## src/rtl/side_mid_decoder_if.sv

```systemverilog
`default_nettype none
// ============================================================================
//  Module      : side_mid_decoder_if
//  Description : Stream bundle for the mid/side decoder. It carries the input
//                beat (mid/side/enable), the output beat (L/R/clip) and the
//                clip counter signals.
//  Revision    : 1.0 - initial release
// ============================================================================
interface side_mid_decoder_if #(
    parameter int DW    = 16,
    parameter int CNT_W = 16
);
    logic             enable;
    logic             in_valid;
    logic             in_ready;
    logic [DW-1:0]    mid;
    logic [DW-1:0]    side;
    logic             out_valid;
    logic             out_ready;
    logic [DW-1:0]    L_out;
    logic [DW-1:0]    R_out;
    logic             clip;
    logic [CNT_W-1:0] clip_cnt;
    logic             clr_cnt;

    // Upstream/downstream environment side
    modport master (
        output enable, in_valid, mid, side, out_ready, clr_cnt,
        input  in_ready, out_valid, L_out, R_out, clip, clip_cnt
    );

    // Decoder side
    modport slave (
        input  enable, in_valid, mid, side, out_ready, clr_cnt,
        output in_ready, out_valid, L_out, R_out, clip, clip_cnt
    );
endinterface
`default_nettype wire

```

## src/rtl/side_mid_decoder.sv

```systemverilog
`default_nettype none
// ============================================================================
//  Module      : side_mid_decoder
//  Description : Mid/side to left/right decoder, L = M + S, R = M - S, with a
//                two-stage valid/ready pipeline, overflow flag and a
//                saturating clip event counter.
//                Build option MS_DEC_SATURATE_EN: clamp overflowed channels
//                to full scale instead of wrapping.
//  Revision    : 1.0 - initial release
// ============================================================================
module side_mid_decoder #(
    parameter int DW    = 16,
    parameter int CNT_W = 16
) (
    input  wire logic            clk,
    input  wire logic            rst,
    side_mid_decoder_if.slave    bus
);

    // Stage 1: widened sum/diff plus the mode captured with the beat
    logic            s1_valid_q, s1_valid_d;
    logic            s1_en_q,    s1_en_d;
    logic [DW:0]     s1_sum_q,   s1_sum_d;
    logic [DW:0]     s1_diff_q,  s1_diff_d;

    // Stage 2: narrowed output beat
    logic            out_valid_q, out_valid_d;
    logic [DW-1:0]   l_q,         l_d;
    logic [DW-1:0]   r_q,         r_d;
    logic            clip_q,      clip_d;
    logic [CNT_W-1:0] clip_cnt_q, clip_cnt_d;

    logic            s2_load;
    logic            s1_load;
    logic            out_fire;
    logic [DW:0]     mid_x;
    logic [DW:0]     side_x;
    logic            ovf_l;
    logic            ovf_r;
    logic [DW-1:0]   l_nar;
    logic [DW-1:0]   r_nar;

    // Pipeline advance conditions; in_ready depends combinationally on out_ready
    always_comb begin
        s2_load  = !out_valid_q || bus.out_ready;
        s1_load  = !s1_valid_q || s2_load;
        out_fire = out_valid_q && bus.out_ready;
        mid_x    = {bus.mid[DW-1], bus.mid};
        side_x   = {bus.side[DW-1], bus.side};
    end

    // Stage 1 capture: decode mode stores sum/diff, bypass stores mid/side as-is
    always_comb begin
        s1_valid_d = s1_valid_q;
        s1_en_d    = s1_en_q;
        s1_sum_d   = s1_sum_q;
        s1_diff_d  = s1_diff_q;
        if (s1_load) begin
            s1_valid_d = bus.in_valid;
            if (bus.in_valid) begin
                s1_en_d = bus.enable;
                if (bus.enable) begin
                    s1_sum_d  = mid_x + side_x;
                    s1_diff_d = mid_x - side_x;
                end else begin
                    s1_sum_d  = mid_x;
                    s1_diff_d = side_x;
                end
            end
        end
    end

    // Range check and narrowing; bypass values are always in range
    always_comb begin
        ovf_l = s1_en_q && (s1_sum_q[DW]  != s1_sum_q[DW-1]);
        ovf_r = s1_en_q && (s1_diff_q[DW] != s1_diff_q[DW-1]);
`ifdef MS_DEC_SATURATE_EN
        l_nar = ovf_l ? (s1_sum_q[DW]  ? {1'b1, {(DW-1){1'b0}}} : {1'b0, {(DW-1){1'b1}}})
                      : s1_sum_q[DW-1:0];
        r_nar = ovf_r ? (s1_diff_q[DW] ? {1'b1, {(DW-1){1'b0}}} : {1'b0, {(DW-1){1'b1}}})
                      : s1_diff_q[DW-1:0];
`else
        l_nar = s1_sum_q[DW-1:0];
        r_nar = s1_diff_q[DW-1:0];
`endif
    end

    // Stage 2 load: output beat holds while stalled
    always_comb begin
        out_valid_d = out_valid_q;
        l_d         = l_q;
        r_d         = r_q;
        clip_d      = clip_q;
        if (s2_load) begin
            out_valid_d = s1_valid_q;
            if (s1_valid_q) begin
                l_d    = l_nar;
                r_d    = r_nar;
                clip_d = ovf_l | ovf_r;
            end
        end
    end

    // Clip counter: clear wins over a coincident clipped transfer, saturates at all-ones
    always_comb begin
        clip_cnt_d = clip_cnt_q;
        if (bus.clr_cnt) begin
            clip_cnt_d = '0;
        end else if (out_fire && clip_q && (clip_cnt_q != {CNT_W{1'b1}})) begin
            clip_cnt_d = clip_cnt_q + {{(CNT_W-1){1'b0}}, 1'b1};
        end
    end

    // State registers with synchronous reset discarding any in-flight beats
    always_ff @(posedge clk) begin
        if (rst) begin
            s1_valid_q  <= 1'b0;
            s1_en_q     <= 1'b0;
            s1_sum_q    <= '0;
            s1_diff_q   <= '0;
            out_valid_q <= 1'b0;
            l_q         <= '0;
            r_q         <= '0;
            clip_q      <= 1'b0;
            clip_cnt_q  <= '0;
        end else begin
            s1_valid_q  <= s1_valid_d;
            s1_en_q     <= s1_en_d;
            s1_sum_q    <= s1_sum_d;
            s1_diff_q   <= s1_diff_d;
            out_valid_q <= out_valid_d;
            l_q         <= l_d;
            r_q         <= r_d;
            clip_q      <= clip_d;
            clip_cnt_q  <= clip_cnt_d;
        end
    end

    assign bus.in_ready  = s1_load;
    assign bus.out_valid = out_valid_q;
    assign bus.L_out     = l_q;
    assign bus.R_out     = r_q;
    assign bus.clip      = clip_q;
    assign bus.clip_cnt  = clip_cnt_q;

endmodule
`default_nettype wire

```

## src/flat_wrapper.sv

```systemverilog
// flat-port wrapper written by rule: the top's interface ports become plain ports
module side_mid_decoder_flat 
#(
    parameter int DW    = 16,
    parameter int CNT_W = 16
)
  (clk, rst, bus_enable, bus_in_valid, bus_mid, bus_side, bus_out_ready, bus_clr_cnt, bus_in_ready, bus_out_valid, bus_L_out, bus_R_out, bus_clip, bus_clip_cnt);
  side_mid_decoder_if #(.DW(DW), .CNT_W(CNT_W)) bus_i ();
  input  wire logic clk;
  input  wire logic rst;
  input wire logic [$bits(bus_i.enable)-1:0] bus_enable;
  input wire logic [$bits(bus_i.in_valid)-1:0] bus_in_valid;
  input wire logic [$bits(bus_i.mid)-1:0] bus_mid;
  input wire logic [$bits(bus_i.side)-1:0] bus_side;
  input wire logic [$bits(bus_i.out_ready)-1:0] bus_out_ready;
  input wire logic [$bits(bus_i.clr_cnt)-1:0] bus_clr_cnt;
  output wire logic [$bits(bus_i.in_ready)-1:0] bus_in_ready;
  output wire logic [$bits(bus_i.out_valid)-1:0] bus_out_valid;
  output wire logic [$bits(bus_i.L_out)-1:0] bus_L_out;
  output wire logic [$bits(bus_i.R_out)-1:0] bus_R_out;
  output wire logic [$bits(bus_i.clip)-1:0] bus_clip;
  output wire logic [$bits(bus_i.clip_cnt)-1:0] bus_clip_cnt;
  assign bus_i.enable = bus_enable;
  assign bus_i.in_valid = bus_in_valid;
  assign bus_i.mid = bus_mid;
  assign bus_i.side = bus_side;
  assign bus_i.out_ready = bus_out_ready;
  assign bus_i.clr_cnt = bus_clr_cnt;
  assign bus_in_ready = bus_i.in_ready;
  assign bus_out_valid = bus_i.out_valid;
  assign bus_L_out = bus_i.L_out;
  assign bus_R_out = bus_i.R_out;
  assign bus_clip = bus_i.clip;
  assign bus_clip_cnt = bus_i.clip_cnt;
  side_mid_decoder #(.DW(DW), .CNT_W(CNT_W)) u_core (.clk(clk), .rst(rst), .bus(bus_i));
endmodule
```

## config.mk

```make
export PLATFORM = sky130hd
export DESIGN_NAME = side_mid_decoder_flat
export DESIGN_NICKNAME = d
export VERILOG_FILES = /design/src/rtl/side_mid_decoder_if.sv /design/src/rtl/side_mid_decoder.sv /design/src/flat_wrapper.sv
export SDC_FILE = /design/constraint.sdc
export NUM_CORES = 1
export LEC_CHECK = 0
export CAP_MARGIN = 20
export CELL_PAD_IN_SITES_DETAIL_PLACEMENT = 1
export CELL_PAD_IN_SITES_GLOBAL_PLACEMENT = 1
export CORE_MARGIN = 2
export CORE_UTILIZATION = 42
export CTS_CLUSTER_DIAMETER = 80
export DETAILED_ROUTE_END_ITERATION = 8
export PLACE_DENSITY = 0.86
export SLEW_MARGIN = 20
export SYNTH_ARGS = -nofsm -noshare
export SYNTH_HDL_FRONTEND = slang
export SYNTH_SLANG_ARGS = --single-unit
```

## constraint.sdc

```tcl
create_clock -name clk -period 3.75 [get_ports clk]
set_input_delay 0.5625 -clock clk [delete_from_list [all_inputs] [get_ports clk]]
set_output_delay 0.5625 -clock clk [all_outputs]
set_load 0.02 [all_outputs]
```

Word-level counts from Yosys, hierarchy flattened
Index checks and enable logic that the tools add are counted.
{"block": "word_totals", "reg_bits": 86, "inputBits": 38, "out_inout_bits": 51, "elab_cells": 30}
{"block": "classes", "add_sub_neg": 3, "n_eq_ne": 3, "mux": 2, "bitwise": 1, "n_reduce_logical": 12}
{"op": "$mux 17", "n": 2}
{"op": "$add 16x16->17", "n": 1}
{"op": "$sub 16x16->17", "n": 1}
{"op": "$add 16x1->16 const B", "n": 1}
{"op": "$ne 16x16->1 const B", "n": 1}
{"op": "$logic_and 1x1->1", "n": 5}
{"op": "$reduce_and 2->1", "n": 2}
{"op": "$logic_not 1->1", "n": 2}
{"op": "$logic_or 1x1->1", "n": 2}
{"op": "$ne 1x1->1", "n": 2}
{"op": "$reduce_or 2->1", "n": 1}
{"op": "$or 1x1->1", "n": 1}

Logic depth before layout (Yosys ltp)
{"block": "depth", "ltp_word": 4, "depth_mapped": 9, "ltp_nobuf": 9}

Worst setup path before layout
Ideal clock, no wire load.
{"block": "synth_path", "path_type": "in2reg", "startpoint": "in bus_mid[0]", "endpoint": "reg u_core.s1_diff_q[14]", "t_arrival_ns": 2.514, "t_required_ns": 3.620, "slack_ns": 1.106, "cell_stages": 9, "n_path_buf": 0, "cell_sequence": "inv_1 ha_1 fa_1 nand2b_1 a2111o_1 a31o_2 a221o_1 o41ai_1 a21oi_1"}
{"block": "synth_between", "elab_chain_len": 2}
{"element": "start: declaration", "line": "flat_wrapper.sv:13", "rtl": "input wire logic [$bits(bus_i.mid)-1:0] bus_mid;"}
{"element": "$sub 16x16->17", "line": "side_mid_decoder.sv:64", "rtl": "s1_diff_d = mid_x - side_x;"}
{"element": "$mux 17", "line": "side_mid_decoder.sv:62", "rtl": "if (bus.enable) begin"}
{"element": "end signal: assignment", "line": "side_mid_decoder.sv:130", "rtl": "s1_diff_q <= s1_diff_d;"}
{"element": "end: declaration", "line": "side_mid_decoder.sv:24", "rtl": "logic [DW:0] s1_diff_q, s1_diff_d;"}
Every way passes these cells.
A chain may end at the register's enable or synchronous reset.

Final worst setup path
{"block": "layout_path", "startpoint": "in bus_side[2]", "endpoint": "reg u_core.s1_sum_q[12]"}
{"block": "layout_between", "elab_chain_len": 2}
{"element": "start: declaration", "line": "flat_wrapper.sv:14", "rtl": "input wire logic [$bits(bus_i.side)-1:0] bus_side;"}
{"element": "$add 16x16->17", "line": "side_mid_decoder.sv:63", "rtl": "s1_sum_d = mid_x + side_x;"}
{"element": "$mux 17", "line": "side_mid_decoder.sv:62"}
{"element": "end signal: assignment", "line": "side_mid_decoder.sv:129", "rtl": "s1_sum_q <= s1_sum_d;"}
{"element": "end: declaration", "line": "side_mid_decoder.sv:23", "rtl": "logic [DW:0] s1_sum_q, s1_sum_d;"}
Every way passes these cells.

==> summary.txt <==
Routing
  • Via Count: 5186
  • Remaining antenna violation count: 0
  • DRT Pass-1 Iters: 4
  • Average wire per standard cell: 19.17 um
  • Post-Route WL: 17160 um
  • Drt drc: 0
  • Initial detailed-routing violation count: between 300 and 400
  • Vias per std cell: a little under 6

GRT
  • GRT overflow: 0
  • First-pass GRT wire length: roughly 28000 um
  • Initial antenna violation count: 0
  • Largest net degree at the start of global routing: about 40
  • GRT Total Usage: 26.60%
  • Number of global-route vias before repair: between 5000 and 6000

Synth
  • Mapped Area: around 5200 sq um
  • Yosys top cell area share: around 33%
  • Primary FF master, synth: dfxtp_1
  • Mux cell area share after synthesis: between 2 and 3%
  • Post-Synth Adder-Cell Area: under 10%
  • Post-synth EDFFs: 0
  • Synth Area in Compound Gates: approximately 23%
  • Mean Syn Cell Area: around 7.7 sq um
  • Ys async rst share: 0%
  • Post-Synth XOR/XNOR Area: roughly 5.3%
  • Post-synth top area cell: dfxtp_1
  • Syn nets: roughly 750
  • Post-Synth Simple-Gate Area: 21.28%
  • Synth top area cells: dfxtp_1 (33%), a21oi_1 (8.9%), ha_1 (8.0%)
  • Cells after Synth: roughly 670
  • Cell variety after synth: 58
  • Largest family of logic cells by synthesized area: compound AO/OA/AOI/OAI gates
  • #FFs+latches synth: between 80 and 90
  • Synth warn: 0
  • Seq/Total Area, Yosys: 33.31%

Clocking
  • Worst-Skew Late Latency: around 0.34 ns
  • Post-CTS setup buffers: 0
  • Clock transition at path regs: around 0.07 ns
  • H-tree levels: 3
  • Clock Tree Buf Depth: 2
  • CTS sink cnt: 86
  • Hold Buf Count CTS: 0
  • Num CTS Buffers: 9
  • Clock root buffer: clkbuf_16
  • CTS tree: built
  • Post-CTS Resized: 0

Die
  • Chip width: between 100 and 150 um
  • I/O pin cnt: around 90
  • Die ar.: about 13000 sq um
  • Core area: about 12000 sq um
  • Initial core utilization: 43.03%
  • Row cnt: 40
  • Die H: between 100 and 150 um

Final layout
  • Final Util: between 50% and 60%
  • Commonest non-fill, non-tap cell in the layout: nand2_1
  • Final net count: 816
  • Fin area: about 6500 sq um
  • Ant diodes: 0
  • Synthesis-to-layout area growth: 24.89%
  • Final std cells w/o fill: approximately 900
  • Share of layout cells above drive strength 1: under 10%
  • Most frequent cells in the layout: nand2_1 (103), a21oi_1 (92), clkdlybuf4s50_1 (87)

Power and ir drop
  • Clock share of power: 37.7%
  • Pint: 1.722 mW
  • Combinational power share: 22.3%
  • Net Sw Power: roughly 0.75 mW
  • Sw Share: a little under a third
  • Final Total Pwr: approximately 2.5 mW
  • Leak: about 2.5 nW
  • Cell Pwr Density: 383.5 nW/um^2
  • Share of power burned in registers: 40.0%
  • VDD IR max: about 260 uV

Setup path
  • Crit path largest cell delay: around 0.72 ns
  • Setup CP Type: primary input to flip-flop
  • Req. time, crit path: between 3 and 4 ns
  • Worst-path cell chain: clkdlybuf4s50_1, inv_1, ha_1, nand2b_4, a2111o_1, a2111oi_0, buf_4, o21ai_0, a21oi_1, o21ai_0
  • Worst Path Arrival: approximately 3.5 ns
  • CP endpoint kind: flip-flop
  • CP delay by family, top: compound AO/OA/AOI/OAI gates
  • Buf/Inv on CP: 3
  • Crit path launch type: primary input
  • Crit path max-delay cell type: a2111oi_0
  • Crit path max fanout: 8
  • Top cell by count, worst path: o21ai_0

STA
  • Final setup viols: 0
  • Actual slew at the worst max-slew pin: between 0.9 and 1 ns
  • Setup slack after layout: 0.4821 ns
  • Fin Setup TNS: 0 ns
  • Fmax: 306.0 MHz
  • Layout Skew: approximately 0.010 ns
  • Final period util: just under 90%
  • RSZ-0062 raised after global routing: false
  • Hold Slack: around 0.45 ns
  • Final Max Tran Viols: 0
  • Final hold viol count: 0
  • Worst slew margin: between 30% and 40%
  • Tmin final: 3.268 ns

Placed design
  • Gpl congestion: between 0.9 and 1
  • Port bufs: slightly below 90
  • Post-DP Area: slightly above 6000 sq um
  • Dpl ws: between 0.2 and 0.3 ns
  • Post-placement cell count: 879
  • HPWL after DPL: around 13000 um

Min path
  • HP Class: flip-flop to flip-flop

Run status
  • Outcome: completed

Run
  • Max-cap viol count: 0
==> worst min-delay path, delay by kind of cell, from the launching register on <==
kind            cells  cell delay [ns]
simple gates        1             0.05
flops               1             0.31
compound gates      1             0.05
==> cell type report <==
| class | count | area [sq um] |
|---|---|---|
| multi-input combinational | 511 | 3142 |
| fill | 1513 | 5557 |
| inverter | 34 | 127.6 |
| clock buffer | 10 | 239.0 |
| clock inverter | 6 | 67.56 |
| sequential | 86 | 1722 |
| tap | 147 | 183.9 |
| timing repair buffer | 101 | 973.4 |
==> metal layers <==
metal | global-route usage [%] | up-vias | part of all wire (%)
li1 | - | 2489 | -
met3 | 3.954 | 21 | 4.2
met5 | 0 | - | 0
met4 | 7.871 | 0 | 1.8
met2 | 47.88 | 131 | 51
met1 | 32.82 | 2545 | 43
==> path summary, 6_finish.rpt <==
path	start	to	slack [ns]	cells after the start
worst max-delay path	bus_side[2]	u_core.s1_sum_q[12]	0.48	10
worst max register to register	u_core.bus.out_valid	u_core.s1_sum_q[15]	1.61	6
worst min-delay path	u_core.s1_diff_q[8]	u_core.bus.R_out[8]	0.45	2
worst min register to register	u_core.s1_diff_q[8]	u_core.bus.R_out[8]	0.45	2
==> registers in the layout, summed over array words and instances, names as in the netlist <==
register and cells:
u_core.bus.R_out 16, u_core.s1_diff_q 17, u_core.s1_en_q 1, u_core.s1_valid_q 1, u_core.bus.clip 1, u_core.s1_sum_q 17
u_core.bus.L_out 16, u_core.bus.clip_cnt 16, u_core.bus.out_valid 1
==> Yosys cell counts (5+ instances only) <==
cell       instances
xor2_1            16
or3_1              5
clkbuf_1          27
nor3_1            11
a311oi_1           5
a211oi_1           5
buf_1              8
nand2b_1           9
buf_2              7
xnor2_1           15
inv_1             34
nand3_1           16
o21ai_0           33
mux2i_1           12
a2111oi_0          5
a31oi_1           11
o211ai_1           5
nor2_1            53
and2_1             5
and4_1             6
nand2_1          103
ha_1              33
and3_1             7
a21oi_1           92
nor2b_1            6
dfxtp_1           86
==> power by group through the flow <==
stage | Combinational [mW] | Clock (mW) | Sequential, mW
floorplan | 0.340 | 0 | 1.01
global placement | 0.527 | 0 | 1.01
detailed placement | 0.542 | 0 | 1.01
CTS | 0.550 | 0.945 | 0.990
global route | 0.608 | 0.981 | 0.993
finish | 0.552 | 0.933 | 0.990
==> kinds of logic after synthesis <==
group | count (synthesis)
compound gates | 193
flops | 86
fa+ha+maj | 35
mux | 13
buf+inv | 77
simple gates | 239
xor+xnor | 31
(Power assumes the default switching activity.)
